### config.mk
export PLATFORM = sky130hd
export DESIGN_NAME = apb_irq_controller
export DESIGN_NICKNAME = d
export VERILOG_FILES = /design/src/rtl/apb_irq_controller.sv
export SDC_FILE = /design/constraint.sdc
export NUM_CORES = 1
export LEC_CHECK = 0
export CORE_UTILIZATION = 40
export DETAILED_ROUTE_END_ITERATION = 12
export GPL_TIMING_DRIVEN = 0
export PLACE_DENSITY = 0.68
export REMOVE_ABC_BUFFERS = 1
export SETUP_SLACK_MARGIN = 0.2
export SYNTH_ARGS = -nofsm -noshare
export SYNTH_HDL_FRONTEND = slang
export SYNTH_SLANG_ARGS = --single-unit
### constraint.sdc
create_clock -name pclk -period 5.25 [get_ports pclk]
set_input_delay 1.05 -clock pclk [delete_from_list [all_inputs] [get_ports pclk]]
set_output_delay 1.05 -clock pclk [all_outputs]
set_load 0.05 [all_outputs]
### src/rtl/apb_irq_controller.sv
// APB interrupt controller: NUM_IRQS synchronous sources with per-source edge/level
// detection, sticky W1C pending bits, enable mask, software set, lowest-index priority
// encode and a holdoff timer that spaces successive assertions of the irq pin.
module apb_irq_controller #(
    parameter int          NUM_IRQS      = 8,
    parameter logic [31:0] EDGE_INIT     = 32'h0,
    parameter int          HOLDOFF_WIDTH = 16
) (
    input  logic                pclk,
    input  logic                preset_n,
    input  logic                psel,
    input  logic                penable,
    input  logic                pwrite,
    input  logic [9:0]          paddr,
    input  logic [31:0]         pwdata,
    output logic [31:0]         prdata,
    output logic                pready,
    output logic                pslverr,
    input  logic [NUM_IRQS-1:0] irq_src,
    output logic                irq
);

    typedef enum logic [2:0] {
        REG_RAW     = 3'd0,
        REG_PENDING = 3'd1,
        REG_ENABLE  = 3'd2,
        REG_MODE    = 3'd3,
        REG_SET     = 3'd4,
        REG_ACTIVE  = 3'd5,
        REG_HIGHEST = 3'd6,
        REG_HOLDOFF = 3'd7
    } reg_word_t;

    typedef enum logic [1:0] {
        ST_IDLE,
        ST_ASSERT,
        ST_HOLDOFF
    } irq_state_t;

    logic [NUM_IRQS-1:0]      pending, enable, mode, src_ff;
    logic [NUM_IRQS-1:0]      active, set_hw, sw_set, w1c;
    logic [HOLDOFF_WIDTH-1:0] holdoff, count;
    logic [4:0]               hi_idx;
    logic [31:0]              rdata;
    reg_word_t                word;
    irq_state_t               state;
    logic                     access, addr_bad, ro_word, err, wr_ok;
    logic                     unused_bits;

    // Address decode; byte offset bits and data bits beyond the register widths are ignored.
    assign word        = reg_word_t'(paddr[4:2]);
    assign addr_bad    = |paddr[9:5];
    assign ro_word     = (word == REG_RAW) || (word == REG_ACTIVE) || (word == REG_HIGHEST);
    assign err         = addr_bad || (pwrite && ro_word);
    assign access      = psel && penable && !pready;
    assign wr_ok       = access && pwrite && !err;
    assign unused_bits = ^{pwdata, paddr[1:0]};

    // Edge sources pend on a 0->1 step, level sources on every high cycle.
    assign set_hw = irq_src & (~mode | ~src_ff);
    assign sw_set = (wr_ok && word == REG_SET)     ? pwdata[NUM_IRQS-1:0] : '0;
    assign w1c    = (wr_ok && word == REG_PENDING) ? pwdata[NUM_IRQS-1:0] : '0;
    assign active = pending & enable;

    // Lowest-index active source wins: scan downwards so the last hit is the smallest index.
    always_comb begin
        // NOTE: every variable gets a default before the branches so no latch is inferred.
        hi_idx = '0;
        for (int i = NUM_IRQS - 1; i >= 0; i--) begin
            if (active[i]) hi_idx = 5'(i);
        end
    end

    // Read multiplexer for the addressed word.
    always_comb begin
        rdata = '0;
        case (word)
            REG_RAW:     rdata = 32'(irq_src);
            REG_PENDING: rdata = 32'(pending);
            REG_ENABLE:  rdata = 32'(enable);
            REG_MODE:    rdata = 32'(mode);
            REG_SET:     rdata = '0;
            REG_ACTIVE:  rdata = 32'(active);
            REG_HIGHEST: rdata = {|active, 26'd0, hi_idx};
            REG_HOLDOFF: rdata = 32'(holdoff);
            default:     rdata = '0;
        endcase
    end

    // APB response: one wait state, a single-cycle pready carrying prdata/pslverr.
    always_ff @(posedge pclk) begin
        // NOTE: sequential state uses non-blocking assignments so every flop samples pre-edge values.
        if (!preset_n) begin
            pready  <= 1'b0;
            pslverr <= 1'b0;
            prdata  <= '0;
        end else if (access) begin
            pready  <= 1'b1;
            pslverr <= err;
            prdata  <= (!pwrite && !err) ? rdata : '0;
        end else begin
            pready  <= 1'b0;
            pslverr <= 1'b0;
            prdata  <= '0;
        end
    end

    // Register file and pending capture; a set in the same cycle as W1C keeps the bit.
    always_ff @(posedge pclk) begin
        if (!preset_n) begin
            pending <= '0;
            enable  <= '0;
            mode    <= EDGE_INIT[NUM_IRQS-1:0];
            holdoff <= '0;
            src_ff  <= '0;
        end else begin
            src_ff  <= irq_src;
            pending <= (pending & ~w1c) | set_hw | sw_set;
            if (wr_ok) begin
                case (word)
                    REG_ENABLE:  enable  <= pwdata[NUM_IRQS-1:0];
                    REG_MODE:    mode    <= pwdata[NUM_IRQS-1:0];
                    REG_HOLDOFF: holdoff <= pwdata[HOLDOFF_WIDTH-1:0];
                    default:     ;
                endcase
            end
        end
    end

    // irq sequencer: assert while anything is active, then stay quiet for the holdoff time.
    always_ff @(posedge pclk) begin
        if (!preset_n) begin
            state <= ST_IDLE;
            count <= '0;
            irq   <= 1'b0;
        end else begin
            case (state)
                ST_IDLE: begin
                    if (|active) begin
                        state <= ST_ASSERT;
                        irq   <= 1'b1;
                    end
                end
                ST_ASSERT: begin
                    if (active == '0) begin
                        irq   <= 1'b0;
                        count <= holdoff;
                        state <= (holdoff == '0) ? ST_IDLE : ST_HOLDOFF;
                    end
                end
                ST_HOLDOFF: begin
                    count <= count - 1'b1;
                    if (count == HOLDOFF_WIDTH'(1)) state <= ST_IDLE;
                end
                default: begin
                    state <= ST_IDLE;
                    irq   <= 1'b0;
                end
            endcase
        end
    end

endmodule

# Word-level counts from Yosys, hierarchy flattened
# Cells that the tools add are included.
dict set report totals {
  out_inout_bits 35
  regBits 101
  inputBits 55
}
dict set report op_classes {
  n_eq_ne 13
  n_reduce_logical 29
  n_addsub 1
  muxes 22
  bitwise 10
}
# operator count
set op_table {}
lappend op_table {{one-hot mux 32 bit (8 select lines)} 1}
lappend op_table {{two-way mux 5 bit} 7}
lappend op_table {{one-hot mux 16 bit (2 select lines)} 1}
lappend op_table {{bitwise AND 8 bit} 3}
lappend op_table {{inverter 8 bit} 3}
lappend op_table {{OR 8 bit} 3}
lappend op_table {{equality test 16 x 1 -> 1 bit (second input constant)} 1}
lappend op_table {{zero test 16 bit} 1}
lappend op_table {{two-way mux 16 bit} 1}
lappend op_table {{two-way mux 8 bit} 2}
lappend op_table {{subtractor 16 x 1 -> 16 bit (second input constant)} 1}
lappend op_table {{equality test 3 bit (second input constant)} 4}
lappend op_table {{AND reduction 2 bit} 5}
lappend op_table {{AND reduction 3 bit} 3}
lappend op_table {{logical AND 1 bit} 8}
lappend op_table {{zero test 8 bit} 1}
lappend op_table {{two-way mux 2 bit} 4}
lappend op_table {{OR reduction 8 bit} 1}
lappend op_table {{equality test 3 x 2 -> 1 bit (second input constant)} 2}
lappend op_table {{inequality test 2 bit (second input constant)} 3}
lappend op_table {{one-hot mux 2 bit (3 select lines)} 1}
lappend op_table {{OR reduction 5 bit} 1}
lappend op_table {{equality test 3 x 1 -> 1 bit (second input constant)} 1}
lappend op_table {{zero test 1 bit} 3}
lappend op_table {{other kinds (10)} 14}

# Depth between registers and ports, before layout
dict set report logic_depth {
  depth_word 13
  mapped_depth 8
}

# Worst setup path after synthesis
# Ideal clock, no wire load.
dict set report synth_timing {
  path_kind {in2reg}
  from {input paddr[3]}
  to {register mode[0]}
  arrival_ns 2.331
  setup_time_ns 0.116
  n_path_buf 3
  path_slack_ns 2.803
  required_time_ns 5.134
  cell_stages 5
  path_cell_list {clkbuf_1 -> clkbuf_1 -> nand4b_1 -> clkbuf_1 -> a31o_2}
}
dict set report synth_via {
  elab_chain_cells 8
  elab_cells_between_ends 11
}
# element line_no
set synth_lines {}
lappend synth_lines {{start, declared} 14} ;# input logic [9:0] paddr,
lappend synth_lines {{equality test 3 bit / zero test 3 bit (equally long branches)} 53} ;# assign ro_word = (word == REG_RAW) || (word == REG_ACTIVE) || (word == REG_HIGHEST);
lappend synth_lines {{logical OR 1 bit (2 in series)} 53}
lappend synth_lines {{logical AND 1 bit} 54} ;# assign err = addr_bad || (pwrite && ro_word);
lappend synth_lines {{logical OR 1 bit} 54}
lappend synth_lines {{zero test 1 bit} 56} ;# assign wr_ok = access && pwrite && !err;
lappend synth_lines {{logical AND 1 bit} 56}
lappend synth_lines {{AND reduction 2 bit (no source line) *} -}
lappend synth_lines {{end signal, assigned} 113} ;# mode <= EDGE_INIT[NUM_IRQS-1:0];
lappend synth_lines {{end signal, assigned} 122} ;# REG_MODE: mode <= pwdata[NUM_IRQS-1:0];
lappend synth_lines {{end, declared} 40} ;# logic [NUM_IRQS-1:0] pending, enable, mode, src_ff;
# Mark *: on every way between the ends. The rest lies on a longest branch, timed or not.
# A chain may end at the register's enable or synchronous reset.

# Worst setup path in the final report
dict set report layout_timing {
  from {input paddr[3]}
  to {register mode[6]}
}
# The elaborated chain is that of the path after synthesis.

==> results by group <==
Outcome
  – Status: completed

Power
  – Clock power frac: 38.9%
  – Sequential power share: 52.3%
  – Combinational share of power: 8.9%
  – Pwr Density: 268.4 nW/um^2
  – Total Power: 1.280 mW
  – Switch share: 25.93%
  – Internal: 0.9484 mW
  – Net switching power: 0.3321 mW
  – Leak Pwr: 1.833 nW
  – Maximum VDD drop: 0.1563 mV

Floorplanning
  – IO Count: 90
  – Row count: 36
  – Core Box Area: 9684 sq um
  – Die X-Extent: 101.7 microns
  – Height of the die: 101.7 microns
  – DIE AREA: 10340 sq um
  – Initial Util: 41.06%

Setup path
  – CP max stage delay: 1.10 ns
  – Critical path class: in -> reg
  – CP Max Fanout: 26
  – WP data required: 5.50 ns
  – CP arrival: 3.65 ns
  – Crit path launch type: primary input
  – Crit end category: flop
  – CP max stage cell: clkdlybuf4s50_1
  – Crit-path cells: clkdlybuf4s50_1 > nand4b_1 > a31o_2

Global routing
  – Initial antenna violation count: 0
  – Vias in the first global route: 3258
  – Gr ovfl total: 0
  – Global-route wire length before repair: 16.22 mm
  – GRT Overall Usage: 20.31%
  – Largest net degree at the start of global routing: 59

Yosys
  – Post-Synth Simple-Gate Area: 25.55%
  – Syn Area/Cell: 8.460 sq um
  – Top FF cell, synth: dfxtp_1
  – Synth Area in Compound Gates: 20.30%
  – Most common cell in the netlist: dfxtp_1
  – Cell taking the most area after synthesis: dfxtp_1
  – Synth top area cells: dfxtp_1 43%, nand2_1 5.6%, o21ai_0 4.0%
  – Adder-cell share of the synthesized area: 0.8811%
  – Async SR Flop Fraction: 0%
  – Register area share after synthesis: 43.30%
  – Count of different cell masters after synthesis: 55
  – Synth top cells by count: 86 x dfxtp_1, 59 x nand2_1, 32 x o21ai_0, 31 x nor2_1, 25 x nand3_1
  – Post-Synthesis Cells: 470
  – Number of synthesized flops with an enable pin: 0
  – Post-synthesis mux area share: 3.776%
  – Largest family of logic cells by synthesized area: simple AND/OR/NAND/NOR gates
  – Post-synth top area share: 43.30%
  – Post-synthesis register bit count: 86
  – Synth Area in XOR/XNOR: 0%
  – Synth warn: 0
  – Synthesized cell area: 3976 sq um

Clock network
  – Clock tree buffer depth: 2
  – Post-CTS Resized: 0
  – Hold buffers post-CTS: 0
  – CTS HTree Levels: 3
  – CTS sink cnt: 86
  – Setup Fix Bufs, Post-CTS: 0
  – Num CTS Buffers: 9
  – Worst-path clk slew: 0.09 ns
  – Worst-skew pair later-pin latency: 0.36 ns
  – CTS root buffer: clkbuf_8
  – CTS tree: yes

Timing
  – Skew final: 0.01105 ns
  – Maximum clock rate: 294.2 MHz
  – Fin Hold WS: 0.4938 ns
  – Fin. Hold Viols: 0
  – Fin. max-slew vios: 0
  – Period Utilization, post-route: 64.74%
  – Final WS setup: 1.851 ns
  – Total Negative Setup Slacks: 0 ns
  – Worst slew margin: 24.85%
  – Final worst path period need: 3.399 ns
  – Worst slew pin tran: 1.127 ns
  – Setup-failing EPs final: 0
  – RSZ-0062 raised after global routing: no

Place
  – DP Worst Slack: 1.562 ns
  – Port Buf Inserts: 56
  – Hpwl dp: 6.772 mm
  – Placed insts: 631
  – Post-place instance area: 4559 sq um
  – Final RePlAce weighted congestion: 0.8329

Final layout
  – P&R area growth vs syn: 19.98%
  – Design area: 4771 sq um
  – Final cell count without fillers: 647
  – Final core occ: 49.26%
  – Antenna diode count: 0
  – Share of cells above drive strength 1: 6.031%
  – Nets: 566

Detailed routing
  – TritonRoute pass-1 iters: 5
  – Wire per inst: 15.25 microns
  – Antenna Nets Post-Route: 0
  – Post-Route WL: 9.867 mm
  – Residual DRC: 0
  – Drt via density: 5.454
  – Via count: 3529
  – DR iter-0 viols: 200

Worst hold path
  – Worst hold-check path type: reg -> reg

Job
  – Max cap viols: 0
## critical path: cells and delay by family
kind | cells | cell delay [ns]
AND/OR/NAND/NOR | 1 | 0.95
AO/OA/AOI/OAI | 1 | 0.55
buffers and inverters | 1 | 1.10
## routing by layer
| layer | share of wire, % | wire length (microns) | vias up | global-route usage [%] |
|---|---|---|---|---|
| met1 | 45 | 4441 | 1655 | 25.91 |
| met2 | 47 | 4649 | 129 | 33.99 |
| li1 | - | - | 1733 | - |
| met4 | 1.3 | 133 | 0 | 5.574 |
| met3 | 6.5 | 642 | 12 | 5.107 |
| met5 | 0 | 0 | - | 0 |
## power groups by stage
stage               Sequential, mW  Clock (mW)  Combinational, mW
finish                       0.669       0.498              0.113
global route                 0.670       0.539              0.122
CTS                          0.669       0.508              0.113
detailed placement           0.684           0              0.112
global placement             0.684           0              0.111
floorplan                    0.684           0             0.0542
## final timing paths
path         slack, ns          to  cells after the start      start
max reg2reg       2.80   count[13]                      5   state[1]
min reg2reg       0.49  pending[5]                      2  src_ff[5]
max               1.85     mode[6]                      3   paddr[3]
min               0.49  pending[5]                      2  src_ff[5]
## state kept, by name, summed over array words and instances, names as in the netlist, 2 cells and up
| signal | flops |
|---|---|
| count | 16 |
| src_ff | 8 |
| mode | 8 |
| pending | 8 |
| prdata | 17 |
| enable | 8 |
| state | 2 |
| holdoff | 16 |
## logic make-up after synthesis
group                      count (synthesis)
muxes                                     15
buffers and inverters                     49
AOI/OAI and AO/OA                        119
and+or+nand+nor                          197
other                                      1
adders and majority gates                  3
DFF                                       86
## placed cells by master, fill, tap and decap left out, types with 14 or more instances in the layout
cell             count
a21oi_1             20
and2_1              21
clkdlybuf4s50_1     55
conb_1              15
dfxtp_1             86
mux2i_1             15
nand2_1             59
nand3_1             25
nor2_1              31
nor2b_1             14
o21ai_0             32
## layout make-up
class	count	area, sq um
Inverter	6	22.52
Clock inverter	6	73.82
Clock buffer	10	137.6
Sequential cell	86	1722
Multi-Input combinational cell	349	2073
Tap cell	133	166.4
Fill cell	921	4913
Timing Repair Buffer	57	575.6
Note: power is estimated with default switching activity, not from simulation.
